==> src/rtl/axilite_arbiter_2to1.sv <==
// axilite_arbiter_2to1
//   Shares one AXI-Lite slave between two AXI-Lite masters. Round-robin
//   arbitration with exactly one transaction (write or read) in flight; the
//   grant is held from address acceptance to response completion.
//
// Ports
//   aclk, aresetn     rising-edge clock, asynchronous active-low reset
//   s0_* / s1_*       slave-side AXI-Lite channels from requester 0 / 1
//                     (AW, W, B, AR, R; no prot)
//   m_*               master-side AXI-Lite channels to the shared slave
//   grant[1:0]        one-hot owner of the shared slave, 0 when idle
//   busy              transaction in flight (FSM not idle)
module axilite_arbiter_2to1 #(
    parameter int ADDR_WIDTH = 10,
    parameter int DATA_WIDTH = 32,
    localparam int STRB_W    = DATA_WIDTH / 8
) (
    input  logic                  aclk,
    input  logic                  aresetn,
    // requester 0
    input  logic                  s0_awvalid,
    output logic                  s0_awready,
    input  logic [ADDR_WIDTH-1:0] s0_awaddr,
    input  logic                  s0_wvalid,
    output logic                  s0_wready,
    input  logic [DATA_WIDTH-1:0] s0_wdata,
    input  logic [STRB_W-1:0]     s0_wstrb,
    output logic                  s0_bvalid,
    input  logic                  s0_bready,
    output logic [1:0]            s0_bresp,
    input  logic                  s0_arvalid,
    output logic                  s0_arready,
    input  logic [ADDR_WIDTH-1:0] s0_araddr,
    output logic                  s0_rvalid,
    input  logic                  s0_rready,
    output logic [DATA_WIDTH-1:0] s0_rdata,
    output logic [1:0]            s0_rresp,
    // requester 1
    input  logic                  s1_awvalid,
    output logic                  s1_awready,
    input  logic [ADDR_WIDTH-1:0] s1_awaddr,
    input  logic                  s1_wvalid,
    output logic                  s1_wready,
    input  logic [DATA_WIDTH-1:0] s1_wdata,
    input  logic [STRB_W-1:0]     s1_wstrb,
    output logic                  s1_bvalid,
    input  logic                  s1_bready,
    output logic [1:0]            s1_bresp,
    input  logic                  s1_arvalid,
    output logic                  s1_arready,
    input  logic [ADDR_WIDTH-1:0] s1_araddr,
    output logic                  s1_rvalid,
    input  logic                  s1_rready,
    output logic [DATA_WIDTH-1:0] s1_rdata,
    output logic [1:0]            s1_rresp,
    // shared slave
    output logic                  m_awvalid,
    input  logic                  m_awready,
    output logic [ADDR_WIDTH-1:0] m_awaddr,
    output logic                  m_wvalid,
    input  logic                  m_wready,
    output logic [DATA_WIDTH-1:0] m_wdata,
    output logic [STRB_W-1:0]     m_wstrb,
    input  logic                  m_bvalid,
    output logic                  m_bready,
    input  logic [1:0]            m_bresp,
    output logic                  m_arvalid,
    input  logic                  m_arready,
    output logic [ADDR_WIDTH-1:0] m_araddr,
    input  logic                  m_rvalid,
    output logic                  m_rready,
    input  logic [DATA_WIDTH-1:0] m_rdata,
    input  logic [1:0]            m_rresp,
    // status
    output logic [1:0]            grant,
    output logic                  busy
);

    localparam logic [2:0] IDLE  = 3'd0;
    localparam logic [2:0] WRITE = 3'd1;
    localparam logic [2:0] WRESP = 3'd2;
    localparam logic [2:0] READ  = 3'd3;
    localparam logic [2:0] RDATA = 3'd4;

    logic [2:0] state;
    logic [1:0] grant_q;
    logic       rr_last;   // index of the requester served last
    logic       aw_done;
    logic       w_done;

    // requester channels packed by index so the mux is a plain select
    logic [1:0]                 awvalid_v, wvalid_v, bready_v, arvalid_v, rready_v;
    logic [1:0][ADDR_WIDTH-1:0] awaddr_v, araddr_v;
    logic [1:0][DATA_WIDTH-1:0] wdata_v;
    logic [1:0][STRB_W-1:0]     wstrb_v;
    logic [1:0]                 awready_v, wready_v, bvalid_v, arready_v, rvalid_v;

    assign awvalid_v = {s1_awvalid, s0_awvalid};
    assign wvalid_v  = {s1_wvalid,  s0_wvalid};
    assign bready_v  = {s1_bready,  s0_bready};
    assign arvalid_v = {s1_arvalid, s0_arvalid};
    assign rready_v  = {s1_rready,  s0_rready};
    assign awaddr_v  = {s1_awaddr,  s0_awaddr};
    assign araddr_v  = {s1_araddr,  s0_araddr};
    assign wdata_v   = {s1_wdata,   s0_wdata};
    assign wstrb_v   = {s1_wstrb,   s0_wstrb};

    logic [1:0] wreq_v, req_v;
    logic       win;
    logic       sel;
    logic       in_write, in_wresp, in_read, in_rdata;
    logic       aw_fire, w_fire, b_fire, ar_fire, r_fire;

    assign wreq_v = awvalid_v | wvalid_v;
    assign req_v  = wreq_v | arvalid_v;

    // Contention goes to whoever was not served last; a lone requester wins outright.
    always_comb begin
        win = req_v[1];
        if (req_v == 2'b11)
            win = ~rr_last;
    end

    assign sel      = grant_q[1];
    assign in_write = (state == WRITE);
    assign in_wresp = (state == WRESP);
    assign in_read  = (state == READ);
    assign in_rdata = (state == RDATA);

    // Downstream: granted requester passes through; a finished write channel is masked.
    assign m_awvalid = in_write & ~aw_done & awvalid_v[sel];
    assign m_awaddr  = awaddr_v[sel];
    assign m_wvalid  = in_write & ~w_done & wvalid_v[sel];
    assign m_wdata   = wdata_v[sel];
    assign m_wstrb   = wstrb_v[sel];
    assign m_bready  = in_wresp & bready_v[sel];
    assign m_arvalid = in_read & arvalid_v[sel];
    assign m_araddr  = araddr_v[sel];
    assign m_rready  = in_rdata & rready_v[sel];

    // Upstream: readies and response valids only reach the owner.
    for (genvar i = 0; i < 2; i++) begin : g_req
        assign awready_v[i] = grant_q[i] & in_write & ~aw_done & m_awready;
        assign wready_v[i]  = grant_q[i] & in_write & ~w_done  & m_wready;
        assign bvalid_v[i]  = grant_q[i] & in_wresp & m_bvalid;
        assign arready_v[i] = grant_q[i] & in_read  & m_arready;
        assign rvalid_v[i]  = grant_q[i] & in_rdata & m_rvalid;
    end

    assign {s1_awready, s0_awready} = awready_v;
    assign {s1_wready,  s0_wready}  = wready_v;
    assign {s1_bvalid,  s0_bvalid}  = bvalid_v;
    assign {s1_arready, s0_arready} = arready_v;
    assign {s1_rvalid,  s0_rvalid}  = rvalid_v;

    // Response payloads are broadcast; valid alone qualifies them.
    assign s0_bresp = m_bresp;
    assign s1_bresp = m_bresp;
    assign s0_rdata = m_rdata;
    assign s1_rdata = m_rdata;
    assign s0_rresp = m_rresp;
    assign s1_rresp = m_rresp;

    assign aw_fire = m_awvalid & m_awready;
    assign w_fire  = m_wvalid  & m_wready;
    assign b_fire  = m_bvalid  & m_bready;
    assign ar_fire = m_arvalid & m_arready;
    assign r_fire  = m_rvalid  & m_rready;

    always_ff @(posedge aclk or negedge aresetn) begin
        if (!aresetn) begin
            state   <= IDLE;
            grant_q <= 2'b00;
            rr_last <= 1'b1;
            aw_done <= 1'b0;
            w_done  <= 1'b0;
        end else begin
            case (state)
                IDLE: begin
                    if (|req_v) begin
                        grant_q <= win ? 2'b10 : 2'b01;
                        state   <= wreq_v[win] ? WRITE : READ;
                    end
                end
                WRITE: begin
                    // AW and W complete independently, in any order or together.
                    if ((aw_done | aw_fire) && (w_done | w_fire)) begin
                        state   <= WRESP;
                        aw_done <= 1'b0;
                        w_done  <= 1'b0;
                    end else begin
                        if (aw_fire) aw_done <= 1'b1;
                        if (w_fire)  w_done  <= 1'b1;
                    end
                end
                WRESP: begin
                    if (b_fire) begin
                        rr_last <= sel;
                        grant_q <= 2'b00;
                        state   <= IDLE;
                    end
                end
                READ: begin
                    if (ar_fire) state <= RDATA;
                end
                RDATA: begin
                    if (r_fire) begin
                        rr_last <= sel;
                        grant_q <= 2'b00;
                        state   <= IDLE;
                    end
                end
                default: begin
                    state   <= IDLE;
                    grant_q <= 2'b00;
                end
            endcase
        end
    end

    assign grant = grant_q;
    assign busy  = (state != IDLE);

endmodule

==> config.mk <==
export PLATFORM = sky130hd
export DESIGN_NAME = axilite_arbiter_2to1
export DESIGN_NICKNAME = d
export VERILOG_FILES = /design/src/rtl/axilite_arbiter_2to1.sv
export SDC_FILE = /design/constraint.sdc
export NUM_CORES = 1
export LEC_CHECK = 0
export CORE_AREA = 2 2 121 123
export CTS_CLUSTER_SIZE = 14
export DETAILED_ROUTE_END_ITERATION = 8
export DIE_AREA = 0 0 123 125
export HOLD_SLACK_MARGIN = 0.02
export MAX_ROUTING_LAYER = met4
export PLACE_DENSITY = 0.56
export SYNTH_ARGS = -nofsm -noshare
export SYNTH_HDL_FRONTEND = slang
export SYNTH_SLANG_ARGS = --single-unit
==> constraint.sdc <==
create_clock -name aclk -period 1.49 [get_ports aclk]
set_input_delay 0.298 -clock aclk [delete_from_list [all_inputs] [get_ports aclk]]
set_output_delay 0.298 -clock aclk [all_outputs]
set_load 0.05 [all_outputs]
[After elaboration in Yosys (flattened, before gate mapping)]
Cells that the tools add are included.
Widths: inputs -> output; s select.
Operators by class
  multiplexer cells: 40
  equality and inequality tests: 10
  reduce and logical (&&, ||, !) cells: 13
  bitwise logic cells: 42
  $lt $le $gt $ge: 2
Operator list (count)
  $mux 32: 2
  $mux 10: 4
  $and 1x1->1: 34
  $mux 1: 19
  $mux 3: 5
  $pmux 3 s5: 1
  $mux 2: 5
  $mux 4: 2
  $ne 2x1->1 const B: 4
  $pmux 2 s4: 1
  $eq 3x2->1 const B: 2
  $reduce_bool 2->1: 3
  $reduce_and 5->1: 1
  $lt 1x2->1 const B: 2
  $not 1->1: 4
  $or 2x2->2: 2
  $reduce_and 2->1: 2
  $reduce_and 4->1: 1
  $reduce_or 2->1: 2
  $eq 3x1->1 const B: 1
  $eq 3x3->1 const B: 1
  $logic_not 3->1: 1
  $reduce_and 3->1: 1
  $reduce_bool 3->1: 1
  other kinds (5): 6
Word-level totals
  word-level logic and storage cells: 112
  input port bits: 165
  bits in registers: 8
  output and inout port bits: 146

[Longest topological paths before layout]
  depth in word-level cells: 9
  gate-level depth with buffers: 6
  mapped depth without buffers: 5

[Least setup slack after synthesis]
OpenSTA, ideal clock, no wires.
  path kind: reg-to-output
  start point: register grant_q[1], in the netlist grant[1]
  end point: output port s1_bvalid
  data arrival time: 2.477 ns
  path slack: -1.285 ns
  buffers on the path: 1
  data required time: 1.192 ns
  cell stages (with the launch flop): 4
  cell sequence: dfrtp_1 buf_6 inv_2 nor4_1
Between the ends
  word-level cells in the longest chain between the ends: 2
Ends and longest elaborated chain
  from (decl): line 86  | logic [1:0] grant_q;
  from (signal assigned): line 181  | grant_q <= win ? 2'b10 : 2'b01;
  $and 1x1->1 (2 in series): line 145  | assign bvalid_v[i] = grant_q[i] & in_wresp & m_bvalid;
  to (decl): line 46  | output logic s1_bvalid,
Every way passes these cells.

[Worst setup path after layout]
  start point: register grant_q[1], in the netlist grant[1]
  end point: output port m_awaddr[9]
Between the ends
  word-level cells in the longest chain between the ends: 2
Ends and longest elaborated chain
  $mux 10 (implied by the code) (2 in series): line 132  | assign m_awaddr = awaddr_v[sel];
  to (decl): line 59  | output logic [ADDR_WIDTH-1:0] m_awaddr,
Every way passes these cells. The select of a mux whose other input is x is not followed.

==> flow_summary.ini <==
[final_layout]
final_area_um2 = 5040
syn_to_final_growth_pct = 161
layout-drive-gt1-share_pct = 57.4
fin_cells = 597
final.fill_count = 1357
final_util_pct = 35.5
fin_nets = 579
multi_input_comb_area_um2 = 1590
layout.area.seq_um2 = 206
antenna_cells = 0

[clocking]
cts_tree = done
cts_max_path_buffers = 2
cts_max_level = 1
cts.sinks = 8
cts.clk_slew.worst_paths_ns = 0.04
clockRootBuffer = clkbuf_16
clk_latency_ns = 0.24
ctsHoldBuffers = 0
cts_made_buffers = 3

[route]
drt_iter0_markers = 85
routedWlPerCell_um = 16.2
drt-pass1-iter-count = 4
routed_via_density = 3.95
drc = 0
vias = 2360
routed_wirelength_mm = 9.69
drtAntennaViolNets = 0

[global_route]
grt_pass1_vias = 2485
grt_start_max_net_pins = 17
antenna_found_initial = 0
gr-usage-all-layers_pct = 11.9
grt_pass1_wl_mm = 13.8
grt.overflow.total = 0

[floorplanning]
num_rows = 44
die_x_um = 123
initial_core_util_pct = 13.6
die_h_um = 125
core_area_um2 = 14200
ioPinCount = 311
design.die.area_um2 = 15400

[pwr]
finalPower_mw = 8.92
p_per_area_nw_per_um2 = 1770
ir_drop_v = 0.000520
power_leakage_nw = 2.13

[worst_setup_path]
crit_required_ns = 1.19
r2r_start = grant[1]$_DFFE_PN0P_
ff2ff_path_depth = 8
cp.arrival_ns = 1.57
path_class = reg2out
cp_max_fo = 16
r2r_end = grant[0]$_DFFE_PN0P_
end_kind = output pin
r2r_slack_ns = -0.35
start_kind = flop

[timing]
tns_ns = -26.07
finClkSkew_ns = 0.00102
rsz0062_at_grt = true
finalHoldViolCount = 0
worstMarginPinSlew_ns = 0.424
worst_slack_ns = -0.382
fin_hold_ws_ns = 0.369
slew_headroom_pct = 71.6
fmax_mhz = 534
period_share_pct = 126
period_minus_slack_ns = 1.87
setup_viol = 78
slew_violations = 0

[run_status]
status = finished with violations
violations = negative setup slack

[worst_hold_path]
hold_path_class = in2async

[synthesis]
synthAdderAreaFrac_pct = 0
syn-num-nets = 397
ys_seq_area_share_pct = 10.4
ys_top_cells_by_area = mux2_2 (34%), buf_4 (28%), dfrtp_1 (9.1%)
syn_inst = 232
ys_types = 37
synth_ff_type = dfrtp_1
avgSynthCellArea_um2 = 8.33
synth_mux_area_share_pct = 35.4
synth_compound_area_share_pct = 9.65
synth_area_um2 = 1930
synth_most_common_cell = buf_4
yosysTopAreaCell = mux2_2
synth_edf_count = 0
synthDominantCellAreaShare_pct = 33.8
async_flop_share_pct = 100
yosys_register_bits = 8
yosys.area_share.simple_pct = 12.2
synthTopCellsByCount = buf_4 (72), mux2_2 (58), nor2_1 (12)
synth_top_family_by_area = multiplexers
synthXorXnorAreaFrac_pct = 0
ys_warn_count = 0

[placement]
dp_hpwl_mm = 7.74
post_dp_cell_area_um2 = 4190
dp_slack_ns = -0.365
port_buffers = 202
dp.cells = 563
place_congestion = 0.823

[flow_run]
drv_cap = 0
[cell families after synthesis]
group,after synthesis
flops,8
mux,61
simple gates,46
compound gates,27
buf+inv,90
[worst max-delay path: stages (launching register included)]
cell and delay, ns:
dfrtp_4 0.53, buf_4 0.17, buf_12 0.15, mux2_4 0.32, buf_8 0.15
[how the worst max path moves through the flow]
| stage | start | to | slack [ns] | cells after the start |
|---|---|---|---|---|
| after global routing | grant[1]$_DFFE_PN0P_ | m_wdata[15] | -0.42 | 4 |
| after CTS | grant[1]$_DFFE_PN0P_ | m_wdata[21] | -0.38 | 4 |
| after global placement | s1_awvalid | state[1]$_DFFE_PN0P_ | -0.33 | 5 |
| final | grant[1]$_DFFE_PN0P_ | m_awaddr[9] | -0.38 | 4 |
| after floorplan | state[2]$_DFFE_PN0P_ | s0_bvalid | -0.29 | 4 |
| after detailed placement | s1_awvalid | state[1]$_DFFE_PN0P_ | -0.37 | 5 |
[cell usage in the layout, fill, tap and decap left out, types with 2 or more instances in the layout]
master / n
nor3_4: 3
buf_16: 5
buf_4: 35
and2_4: 3
nor2_1: 6
nand2_1: 5
mux2_4: 57
mux2i_4: 3
buf_6: 69
clkbuf_16: 3
dfrtp_1: 5
nor2b_1: 2
or3_4: 2
buf_8: 6
clkdlybuf4s50_1: 128
a21oi_1: 4
and3_4: 6
nor3_1: 4
o21ai_2: 3
nor2_4: 6
inv_1: 4
nor4_4: 2
o21ai_1: 3
buf_12: 18
o22ai_1: 2
[registers in the layout, indices dropped and copies added (netlist names)]
register	count
aw_done	1
grant	2
rr_last	1
state	3
w_done	1
[metal layers]
metal | vias up | share of wire (%) | track usage, %
li1 | 1104 | - | -
met4 | 0 | 0.68 | 1.80
met1 | 1114 | 32 | 10.9
met3 | 10 | 11 | 3.42
met2 | 132 | 56 | 24.0
met5 | - | 0 | -
[power breakdown]
group	internal [mW]	switching, mW
Clock	0.358	0.120
Combinational	3.98	3.99
Sequential	0.331	0.130
[timing repair]
| item | in CTS | in global routing |
|---|---|---|
| resized for setup | 105 | 19 |
| gates cloned | 4 | 0 |
| pin swaps | 12 | 9 |
| setup endpoints to repair | 77 | 79 |
| setup buffers | 25 | 4 |
[area by class of cell]
class	instances	area share [%]
Multi-Input combinational cell	134	31.6
Tap cell	184	4.57
Sequential cell	8	4.10
Inverter	6	0.496
Timing Repair Buffer	261	57.7
Clock buffer	4	1.56
Power figures use the tool's default switching activity.
